### config.mk
export PLATFORM = sky130hd
export DESIGN_NAME = serial_subtractor_flat
export DESIGN_NICKNAME = d
export VERILOG_FILES = /design/src/rtl/serial_subtractor_if.sv /design/src/rtl/serial_subtractor.sv /design/src/flat_wrapper.sv
export SDC_FILE = /design/constraint.sdc
export NUM_CORES = 1
export LEC_CHECK = 0
export CELL_PAD_IN_SITES_DETAIL_PLACEMENT = 1
export CELL_PAD_IN_SITES_GLOBAL_PLACEMENT = 2
export CORE_MARGIN = 1
export CORE_UTILIZATION = 35
export CTS_CLUSTER_DIAMETER = 200
export DETAILED_ROUTE_END_ITERATION = 10
export PLACE_DENSITY = 0.84
export SLEW_MARGIN = 30
export SYNTH_ARGS = -nofsm -noshare
export SYNTH_HDL_FRONTEND = slang
export SYNTH_SLANG_ARGS = --single-unit
export TNS_END_PERCENT = 5
### constraint.sdc
create_clock -name clk -period 4.3 [get_ports clk]
set_input_delay 0.86 -clock clk [delete_from_list [all_inputs] [get_ports clk]]
set_output_delay 0.86 -clock clk [all_outputs]
set_load 0.02 [all_outputs]
### src/rtl/serial_subtractor_if.sv
// Start/done handshake bundle between a requester and the bit-serial subtractor.
interface serial_subtractor_if #(
  parameter int unsigned WIDTH = 8
);
  logic             start;
  logic [WIDTH-1:0] a;
  logic [WIDTH-1:0] b;
  logic             busy;
  logic             done;
  logic [WIDTH-1:0] diff;
  logic             borrow_out;

  modport master (output start, a, b, input busy, done, diff, borrow_out);
  modport slave  (input start, a, b, output busy, done, diff, borrow_out);
endinterface

### src/rtl/serial_subtractor.sv
// Bit-serial unsigned subtractor: a - b one bit per clock, LSB first,
// full subtractor built from two half subtractors.
module serial_subtractor #(
  parameter int unsigned WIDTH = 8
) (
  input logic                clk,
  input logic                rst_n,
  serial_subtractor_if.slave bus
);

  localparam int unsigned CW = $clog2(WIDTH + 1);

  typedef enum logic [1:0] {IDLE, SHIFT, DONE} state_t;

  state_t           state_q, state_d;
  logic [WIDTH-1:0] sa_q, sa_d;
  logic [WIDTH-1:0] sb_q, sb_d;
  logic [WIDTH-1:0] sd_q, sd_d;
  logic             bq_q, bq_d;
  logic [CW-1:0]    cnt_q, cnt_d;
  logic [WIDTH-1:0] diff_q, diff_d;
  logic             borrow_q, borrow_d;
  logic             done_q, done_d;
  logic             busy_q, busy_d;

  logic x, y, bin, d1, b1, d, b2, bout;

  // Full subtractor on the current LSBs: HS1 on (x, y), HS2 on (d1, bin)
  always_comb begin
    x    = sa_q[0];
    y    = sb_q[0];
    bin  = bq_q;
    d1   = x ^ y;
    b1   = ~x & y;
    d    = d1 ^ bin;
    b2   = ~d1 & bin;
    bout = b1 | b2;
  end

  always_ff @(posedge clk or negedge rst_n) begin
    if (!rst_n) begin
      state_q  <= IDLE;
      sa_q     <= '0;
      sb_q     <= '0;
      sd_q     <= '0;
      bq_q     <= 1'b0;
      cnt_q    <= '0;
      diff_q   <= '0;
      borrow_q <= 1'b0;
      done_q   <= 1'b0;
      busy_q   <= 1'b0;
    end else begin
      state_q  <= state_d;
      sa_q     <= sa_d;
      sb_q     <= sb_d;
      sd_q     <= sd_d;
      bq_q     <= bq_d;
      cnt_q    <= cnt_d;
      diff_q   <= diff_d;
      borrow_q <= borrow_d;
      done_q   <= done_d;
      busy_q   <= busy_d;
    end
  end

  always_comb begin
    state_d  = state_q;
    sa_d     = sa_q;
    sb_d     = sb_q;
    sd_d     = sd_q;
    bq_d     = bq_q;
    cnt_d    = cnt_q;
    diff_d   = diff_q;
    borrow_d = borrow_q;
    done_d   = 1'b0;

    unique case (state_q)
      IDLE: begin
        if (bus.start) begin
          sa_d    = bus.a;
          sb_d    = bus.b;
          bq_d    = 1'b0;
          cnt_d   = '0;
          state_d = SHIFT;
        end
      end
      SHIFT: begin
        sd_d  = {d, sd_q[WIDTH-1:1]};
        sa_d  = sa_q >> 1;
        sb_d  = sb_q >> 1;
        bq_d  = bout;
        cnt_d = cnt_q + CW'(1);
        // Last bit: publish the result together with the done pulse
        if (cnt_q == CW'(WIDTH - 1)) begin
          diff_d   = {d, sd_q[WIDTH-1:1]};
          borrow_d = bout;
          done_d   = 1'b1;
          state_d  = DONE;
        end
      end
      DONE:    state_d = IDLE;
      default: state_d = IDLE;
    endcase

    busy_d = (state_d != IDLE);
  end

  assign bus.busy       = busy_q;
  assign bus.done       = done_q;
  assign bus.diff       = diff_q;
  assign bus.borrow_out = borrow_q;

endmodule

### src/flat_wrapper.sv
// flat-port wrapper written by rule: the top's interface ports become plain ports
module serial_subtractor_flat 
#(
  parameter int unsigned WIDTH = 8
)
  (clk, rst_n, bus_start, bus_a, bus_b, bus_busy, bus_done, bus_diff, bus_borrow_out);
  serial_subtractor_if #(.WIDTH(WIDTH)) bus_i ();
  input logic clk;
  input logic rst_n;
  input wire logic [$bits(bus_i.start)-1:0] bus_start;
  input wire logic [$bits(bus_i.a)-1:0] bus_a;
  input wire logic [$bits(bus_i.b)-1:0] bus_b;
  output wire logic [$bits(bus_i.busy)-1:0] bus_busy;
  output wire logic [$bits(bus_i.done)-1:0] bus_done;
  output wire logic [$bits(bus_i.diff)-1:0] bus_diff;
  output wire logic [$bits(bus_i.borrow_out)-1:0] bus_borrow_out;
  assign bus_i.start = bus_start;
  assign bus_i.a = bus_a;
  assign bus_i.b = bus_b;
  assign bus_busy = bus_i.busy;
  assign bus_done = bus_i.done;
  assign bus_diff = bus_i.diff;
  assign bus_borrow_out = bus_i.borrow_out;
  serial_subtractor #(.WIDTH(WIDTH)) u_core (.clk(clk), .rst_n(rst_n), .bus(bus_i));
endmodule
==> flow_metrics.py, run 1 <==
metrics = {
    "routing": {
        "drt-initial-drc-count": 94,
        "detail-route-antenna-nets": 0,
        "first_pass_iters": 4,
        "wl_per_cell_um": 15.2,
        "drcViolationCount": 0,
        "postRouteWirelength_um": 3570,
        "via_per_inst": 5.19,
        "vias": 1214,
    },
    "finish": {
        "final_common_cell": "dfrtp_1",
        "final_util_pct": 46.9,
        "drive_gt1_share_pct": 12.1,
        "syn_to_final_growth_pct": 25.5,
        "fin_nets": 202,
        "antenna_cells": 0,
        "layout_common_cells": "41 x dfrtp_1, 31 x nand2_1, 28 x clkdlybuf4s50_1",
        "stdcell_count": 234,
    },
    "die": {
        "start_util_pct": 37.3,
        "die_x_um": 71.1,
        "die_area_um2": 5050,
        "fp-row-count": 24,
        "fp.coreArea_um2": 4470,
        "pin_count": 30,
        "die_h_um": 71.1,
    },
    "worst_setup_path": {
        "path_class": "input port to flop",
        "arrival_ns": 2.34,
        "crit_fanout": 22,
        "setup.worst_path.end_class": "flop",
        "start_kind": "input port",
        "required_ns": 4.47,
    },
    "sta": {
        "setup_violations": 0,
        "relSlewSlack_pct": 56.0,
        "period_share_pct": 50.4,
        "max_freq_mhz": 461,
        "slew_viol_final": 0,
        "hold_viol_final": 0,
        "final.min_clock_period_ns": 2.17,
        "grt_setup_unrepaired": "no",
        "fin_hold_ws_ns": 0.498,
        "tightestPinTransition_ns": 0.660,
        "clock_skew_ns": 0.00678,
        "finalSetupTns_ns": 0,
    },
    "status": {
        "status": "finished clean",
    },
    "power_and_ir_drop": {
        "p_clk_share_pct": 17.1,
        "power_frac_comb_pct": 40.5,
        "p_sw_uw": 616,
        "seqPwrFrac_pct": 42.4,
        "leakagePower_uw": 0.000929,
        "p_per_area_nw_per_um2": 773,
        "swShare_pct": 38.0,
        "irDropWorstVdd_uv": 318,
        "power.internal_uw": 1010,
    },
    "clock_network": {
        "path_clk_slew_ns": 0.08,
        "h-tree-depth": 2,
        "post_cts_buffers": 0,
        "cts_tree": "yes",
        "clock_sinks": 41,
        "cts.path.max_buffers": 2,
        "postCtsHoldBufs": 0,
        "cts_buffers": 5,
        "clockRootBuffer": "clkbuf_8",
        "ctsResizeCount": 0,
        "clock_latency_ns": 0.29,
    },
    "placed_design": {
        "dp_cells": 226,
        "place_congestion": 0.696,
        "dp_hpwl_um": 2380,
        "io_buffer_count": 29,
    },
    "global_routing": {
        "grt_max_degree": 42,
        "grt.total_usage_pct": 16.9,
        "grt_pass1_vias": 1390,
        "grt_overflow_total": 0,
        "antenna_found_initial": 0,
        "grt_pass1_wl_um": 6640,
    },
    "logic_synthesis": {
        "synthCells": 154,
        "ys_warn_count": 0,
        "synth_seq_cells": 41,
        "ys_seq_area_share_pct": 61.4,
        "synth_area_um2": 1670,
        "syn_area_per_cell_um2": 10.8,
        "postSynthNetCount": 175,
        "ys_types": 24,
    },
    "min_path": {
        "hold_path_class": "flop to flop",
    },
    "flow_run": {
        "drv_cap": 0,
    },
}
==> synthesized netlist by cell type, drive strengths merged <==
cell     n  area share, %
nand2b   1           0.82
ha       1           0.75
mux2     8            5.4
fa       1            1.2
o21a     1           0.45
xnor2    1           0.52
mux2i    2            1.2
nor2    14            3.1
nor3    15            5.2
or3b     1           0.52
dfrtp   41             61
a21oi    2           0.60
o21ai    2           0.60
clkbuf   3           0.67
buf      6            1.8
o22ai   14            5.2
nor2b    1           0.37
a31oi    1           0.37
nor3b    1           0.75
nand4    1           0.37
inv      2           0.45
nand3    4            1.2
nand2   31            7.0
==> critical path, cell delays in order <==
cell and delay, ns:
clkdlybuf4s50_1 0.48, or3b_2 0.68, o22ai_1 0.23, nor2_1 0.09
==> per-stage QoR <==
stage | setup WS (ns) | instance area, um^2 | power (uW)
6_report | 2.13 | 2100 | 1620
4_1_cts | 2.13 | 2090 | 1640
3_3_place_gp | 1.89 | 1980 | 1310
5_1_grt | 2.06 | 2100 | 1760
3_5_place_dp | 1.83 | 1990 | 1360
2_1_floorplan | 2.51 | 1670 | 1130
==> layout make-up <==
| class | instances | area, um^2 |
|---|---|---|
| Inverter | 2 | 7.51 |
| Clock inverter | 1 | 5.00 |
| Sequential cell | 41 | 1030 |
| Clock buffer | 7 | 96.3 |
| Timing Repair Buffer | 29 | 288 |
| Multi-Input combinational cell | 102 | 609 |
| Tap cell | 52 | 65.1 |
| Fill cell | 497 | 2380 |
==> power by group through the flow <==
stage	clock [uW]	sequential (uW)	combinational [uW]
floorplan	0	717	416
global placement	0	679	634
detailed placement	0	695	669
CTS	285	688	672
global route	301	718	741
finish	277	688	656
==> registers in the layout, indices dropped and copies added (netlist names) <==
signal	flops
u_core.bin	1
u_core.bus.borrow_out	1
u_core.bus.busy	1
u_core.bus.diff	8
u_core.bus.done	1
u_core.cnt_q	4
u_core.sa_q	8
u_core.sb_q	8
u_core.sd_q	7
u_core.state_q	2
==> per-layer routing <==
| metal | part of all wire [%] | global-route usage, % |
|---|---|---|
| met1 | 46 | 21.8 |
| met2 | 50 | 28.3 |
| met3 | 2.5 | 2.99 |
| met4 | 1.4 | 6.67 |
| met5 | 0 | 0 |
==> cell families (layout without fill, tap and decap cells) <==
family | Yosys count | count (layout) | share of synthesized area [%]
buffers and inverters | 11 | 39 | 2.92
adder cells (fa/ha/maj) | 2 | 2 | 1.95
AND/OR/NAND/NOR | 69 | 69 | 19.3
XOR/XNOR | 1 | 1 | 0.524
AO/OA/AOI/OAI | 20 | 20 | 7.27
multiplexers | 10 | 10 | 6.59
flip-flops | 41 | 41 | 61.4
==> worst paths after layout <==
check / start / slack (ns) / to / depth (start not counted)
min in group asynchronous: rst_n / 0.54 / u_core.sa_q[7]$_DFFE_PN0P_ / 1
max in group asynchronous: rst_n / 3.39 / u_core.sb_q[6]$_DFFE_PN0P_ / 1
worst min register to register: u_core.sd_q[1]$_DFFE_PN0P_ / 0.50 / u_core.sd_q[1]$_DFFE_PN0P_ / 2
worst max register to register: u_core.state_q[1]$_DFF_PN0_ / 2.43 / u_core.bus.borrow_out$_DFFE_PN0P_ / 3
worst max-delay path: bus_start / 2.13 / u_core.sb_q[0]$_DFFE_PN0P_ / 4
worst min-delay path: u_core.sd_q[1]$_DFFE_PN0P_ / 0.50 / u_core.sd_q[1]$_DFFE_PN0P_ / 2
(Power assumes the default switching activity.)
==> inputs of run 2 (changes only) <==
CORE_UTILIZATION = 33   (was 35)
PLACE_DENSITY = 0.8   (was 0.84)
clock period = 2 ns   (was 4.3 ns; I/O delays follow)
==> flow_metrics.py, run 2 (synthesis gave the netlist of run 1 again) <==
metrics = {
    "worst_setup_path": {
        "reg2reg_depth": 4,
        "arrival_ns": 1.86,
        "cp_slowest_stage_delay_ns": 0.44,
        "critical-path-slowest-cell": "nor3_4",
        "cp_num_cells": 4,
        "required_ns": 2.17,
        "start_kind": "flop",
        "path_buf_inv": 0,
        "path_class": "flop to flop",
        "setup.worst_path.end_class": "flop",
        "crit_fanout": 10,
        "cp_cell_sequence": "ha_1 > nand2_1 > nor3_4 > mux2_2",
        "worst_path_dominant_cell_family": "simple AND/OR/NAND/NOR gates",
    },
    "sta": {
        "hold_viol_final": 0,
        "tightestPinTransition_ns": 0.533,
        "period_share_pct": 84.2,
        "max_freq_mhz": 594,
        "setup_violations": 0,
        "grt_setup_unrepaired": "no",
        "final.min_clock_period_ns": 1.68,
        "clock_skew_ns": 0.00392,
        "relSlewSlack_pct": 64.4,
        "finalSetupTns_ns": 0,
        "slew_viol_final": 0,
    },
    "finish": {
        "syn_to_final_growth_pct": 28.7,
        "antenna_cells": 0,
        "final_common_cell": "dfrtp_1",
        "stdcell_count": 254,
        "fin_nets": 208,
        "drive_gt1_share_pct": 14.4,
        "layout_common_cells": "41 x dfrtp_1, 31 x nand2_1, 28 x clkdlybuf4s50_1",
        "fillers": 532,
    },
    "placed_design": {
        "io_buffer_count": 29,
        "dp_cells": 247,
        "place_congestion": 0.735,
        "dp_hpwl_um": 2410,
    },
    "clock_network": {
        "path_clk_slew_ns": 0.08,
        "clock_latency_ns": 0.28,
        "cts_tree": "yes",
        "cts_buffers": 5,
        "h-tree-depth": 2,
        "clock_sinks": 41,
        "post_cts_buffers": 0,
        "cts.path.max_buffers": 2,
        "postCtsHoldBufs": 0,
        "ctsResizeCount": 0,
        "clockRootBuffer": "clkbuf_8",
    },
    "power_and_ir_drop": {
        "irDropWorstVdd_uv": 725,
        "leakagePower_uw": 0.000950,
        "p_per_area_nw_per_um2": 1660,
    },
    "routing": {
        "first_pass_iters": 4,
        "via_per_inst": 4.94,
        "detail-route-antenna-nets": 0,
        "wl_per_cell_um": 14.0,
        "vias": 1256,
        "drt-initial-drc-count": 72,
        "postRouteWirelength_um": 3560,
        "drcViolationCount": 0,
    },
    "status": {
        "status": "finished clean",
    },
    "die": {
        "fp-row-count": 25,
        "die_area_um2": 5350,
        "start_util_pct": 34.9,
        "die_x_um": 73.1,
        "die_h_um": 73.1,
        "pin_count": 30,
        "fp.coreArea_um2": 4790,
    },
    "global_routing": {
        "grt_max_degree": 31,
        "antenna_found_initial": 0,
        "grt_overflow_total": 0,
        "grt_pass1_vias": 1353,
        "grt_pass1_wl_um": 6230,
        "grt.total_usage_pct": 15.4,
    },
    "min_path": {
        "hold_path_class": "input port to asynchronous set/reset pin",
    },
    "flow_run": {
        "drv_cap": 0,
    },
}
==> run 2: cell types whose count changed in the layout (fill, tap and decap cells not counted), sizes merged <==
cell / previous run / this run
bufinv: 0 / 1
clkbuf: 7 / 5
buf: 1 / 7
==> run 2: layer usage <==
layer / wire [um] / track usage (%) / part of all wire [%]
met1: 1600 / 19.5 / 45
met2: 1820 / 26.0 / 51
met3: 113 / 4.14 / 3.2
met4: 31 / 3.92 / 0.87
met5: 0 / 0 / 0
==> run 2: metrics by stage <==
step / hold slack, ns / utilization [%] / power [uW] / worst slack (ns) / instance area [um^2]
2_1_floorplan: 0.104 / - / 2440 / 0.541 / 1670
3_3_place_gp: 0.354 / 42.7 / 2900 / 0.0738 / 2050
3_5_place_dp: 0.357 / 42.7 / 2970 / 0.0458 / 2050
4_1_cts: 0.0397 / 44.9 / 3630 / 0.304 / 2150
5_1_grt: 0.0484 / 44.9 / 3860 / 0.148 / 2150
6_report: 0.0335 / 44.9 / 3570 / 0.316 / 2150
==> run 2: power breakdown <==
part           switching (uW)  internal [uW]  total [uW]
logic                     804            673        1480
registers                 242           1220        1460
clock network             270            363         633
==> run 2: final cells by class <==
cell class                 count  area (um^2)  area share, %
clock buffer                   5         68.8           3.20
clock inverter                 2         35.0           1.63
inverter                       2         7.51          0.349
multi-input combinational    102          598           27.8
sequential                    41         1030           47.7
tap                           67         83.8           3.90
timing repair buffer          35          330           15.4
==> run 2: path summary, 6_finish.rpt <==
check,from,to,slack (ns)
min reg2reg,u_core.sd_q[1]$_DFFE_PN0P_,u_core.sd_q[1]$_DFFE_PN0P_,0.48
max reg2reg,u_core.cnt_q[0]$_DFFE_PN0P_,u_core.bus.diff[6]$_DFFE_PN0P_,0.32
min,rst_n,u_core.sb_q[4]$_DFFE_PN0P_,0.03
min in group clk,u_core.sd_q[1]$_DFFE_PN0P_,u_core.sd_q[1]$_DFFE_PN0P_,0.48
max in group asynchronous,rst_n,u_core.sa_q[3]$_DFFE_PN0P_,1.45
max,u_core.cnt_q[0]$_DFFE_PN0P_,u_core.bus.diff[6]$_DFFE_PN0P_,0.32
==> inputs of run 3 (changes only) <==
CORE_UTILIZATION = 29   (was 33)
PLACE_DENSITY = 0.75   (was 0.8)
clock period = 1.5 ns   (was 2 ns; I/O delays follow)
==> flow_metrics.py, run 3 (synthesis gave the netlist of run 1 again) <==
metrics = {
    "clock_network": {
        "h-tree-depth": 2,
        "cts.path.max_buffers": 2,
        "cts_buffers": 5,
        "cts_tree": "yes",
        "clockRootBuffer": "clkbuf_8",
        "path_clk_slew_ns": 0.08,
        "clock_latency_ns": 0.29,
        "clock_sinks": 41,
    },
    "sta": {
        "tightestPinTransition_ns": 0.424,
        "clock_skew_ns": 0.00583,
        "slew_viol_final": 0,
        "max_freq_mhz": 700,
        "relSlewSlack_pct": 71.7,
        "grt_setup_unrepaired": "no",
        "final.min_clock_period_ns": 1.43,
        "hold_viol_final": 0,
        "period_share_pct": 95.2,
        "setup_slack_ns": 0.0716,
        "setup_violations": 0,
    },
    "routing": {
        "postRouteWirelength_um": 3670,
        "drt-initial-drc-count": 80,
        "wl_per_cell_um": 13.8,
        "first_pass_iters": 3,
        "drcViolationCount": 0,
        "detail-route-antenna-nets": 0,
        "vias": 1252,
        "via_per_inst": 4.72,
    },
    "finish": {
        "drive_gt1_share_pct": 17.6,
        "fin_nets": 213,
        "syn_to_final_growth_pct": 33.2,
        "antenna_cells": 0,
        "final_common_cell": "dfrtp_1",
        "design_area_um2": 2220,
        "stdcell_count": 265,
        "layout_common_cells": "41 x dfrtp_1, 30 x nand2_1, 17 x clkdlybuf4s50_1",
    },
    "placed_design": {
        "pre_cts_ws_ns": -0.272,
        "place_congestion": 0.705,
        "postPlaceCellArea_um2": 2110,
        "dp_hpwl_um": 2510,
        "dp_cells": 255,
        "io_buffer_count": 29,
    },
    "power_and_ir_drop": {
        "swShare_pct": 37.5,
        "irDropWorstVdd_uv": 708,
        "leakagePower_uw": 0.00102,
        "p_per_area_nw_per_um2": 2130,
        "seqPwrFrac_pct": 41.2,
        "p_sw_uw": 1770,
        "power.internal_uw": 2960,
        "p_clk_share_pct": 16.6,
        "power_frac_comb_pct": 42.2,
    },
    "worst_setup_path": {
        "critical-path-slowest-cell": "dfrtp_1",
        "cp_num_cells": 5,
        "cp_slowest_stage_delay_ns": 0.37,
        "path_buf_inv": 1,
        "start_kind": "flop",
        "worst_path_dominant_cell_family": "flip-flops",
        "startpoint": "u_core.cnt_q[0]$_DFFE_PN0P_",
        "r2r_end": "u_core.bus.diff[4]$_DFFE_PN0P_",
        "path_class": "flop to flop",
        "worstSetupEndpoint": "u_core.bus.diff[4]$_DFFE_PN0P_",
        "reg2reg_depth": 5,
        "setup.worst_path.end_class": "flop",
        "required_ns": 1.67,
        "crit_fanout": 10,
        "arrival_ns": 1.60,
        "r2r-start": "u_core.cnt_q[0]$_DFFE_PN0P_",
        "r2r_setup_slack_ns": 0.07,
        "cp_cell_sequence": "ha_2 > nand2_2 > nor3_4 > buf_12 > mux2_2",
    },
    "die": {
        "pin_count": 30,
        "die_x_um": 77.9,
        "die_h_um": 77.9,
        "fp-row-count": 27,
        "die_area_um2": 6070,
        "fp.coreArea_um2": 5540,
        "start_util_pct": 30.1,
    },
    "global_routing": {
        "grt_max_degree": 31,
        "grt_pass1_wl_um": 6330,
        "grt_pass1_vias": 1333,
        "grt_overflow_total": 0,
        "antenna_found_initial": 0,
        "grt.total_usage_pct": 13.5,
    },
    "min_path": {
        "hold_path_class": "flop to flop",
    },
    "status": {
        "status": "finished clean",
    },
    "flow_run": {
        "drv_cap": 0,
    },
}
run 3: cell types whose count changed in the layout (fill, tap and decap cells not counted):
cell / before / now
bufinv_16: 1 / 0
dlygate4sd2_1: 0 / 11
ha_2: 0 / 1
or3b_2: 1 / 0
ha_1: 1 / 0
nand2_1: 31 / 30
nand2_2: 0 / 1
clkbuf_8: 5 / 7
buf_4: 6 / 7
or3b_4: 0 / 1
buf_12: 0 / 3
clkdlybuf4s50_1: 28 / 17
dlygate4sd3_1: 0 / 1
run 3: worst min path at each step:
stage                            endpoint                        from  depth (start not counted)
6_report       u_core.sd_q[1]$_DFFE_PN0P_  u_core.sd_q[1]$_DFFE_PN0P_                          2
5_1_grt        u_core.sb_q[3]$_DFFE_PN0P_                       rst_n                          2
4_1_cts        u_core.sb_q[3]$_DFFE_PN0P_                       rst_n                          2
3_5_place_dp   u_core.sb_q[3]$_DFFE_PN0P_                       rst_n                          1
3_3_place_gp   u_core.sb_q[3]$_DFFE_PN0P_                       rst_n                          1
2_1_floorplan      u_core.bin$_DFFE_PN0P_                       rst_n                          0
run 3: cell type report:
type	count	area, um^2
Clock buffer	7	96.3
Clock inverter	1	5.00
Fill cell	638	3320
Inverter	2	7.51
Multi-Input combinational cell	102	606
Sequential cell	41	1030
Tap cell	72	90.1
Timing Repair Buffer	40	394
run 3: timing repair:
| item | in CTS | in global routing |
|---|---|---|
| endpoints found under the setup margin | 11 | 17 |
| hold buffers | 1 | 0 |
| endpoints found under the hold margin | 16 | 0 |
| setup buffers | 0 | 1 |
| resized for setup | 11 | 3 |
run 3: through the flow:
step	utilization (%)	power (uW)	hold slack (ns)	TNS [ns]
floorplan	-	3250	0.00441	0
global placement	38.1	3970	0.262	-4.21
detailed placement	38.1	4070	0.262	-4.67
CTS	39.9	4780	0.477	0
global route	40.2	5140	0.507	0
finish	40.2	4730	0.476	0
run 3: power groups by stage:
stage               clock (uW)  sequential (uW)  combinational, uW
CTS                        822             1960               2000
global placement             0             1950               2020
detailed placement           0             1980               2090
global route               865             2030               2250
finish                     784             1950               2000
floorplan                    0             2060               1190
run 3: worst register-to-register path: stages, from the launching register on:
cell     delay [ns]
dfrtp_1        0.37
ha_2           0.21
nand2_2        0.09
nor3_4         0.16
buf_12         0.16
mux2_2         0.34
run 3: layer usage:
metal  share of wire, %  routed length (um)  track usage, %  up-vias
li1                   -                   -               -      606
met1                 46                1690            17.6      625
met2                 50                1840            21.7       19
met3                3.1                 112            3.29        2
met4               0.79                  29            5.00        0
met5                  0                   0               0        -
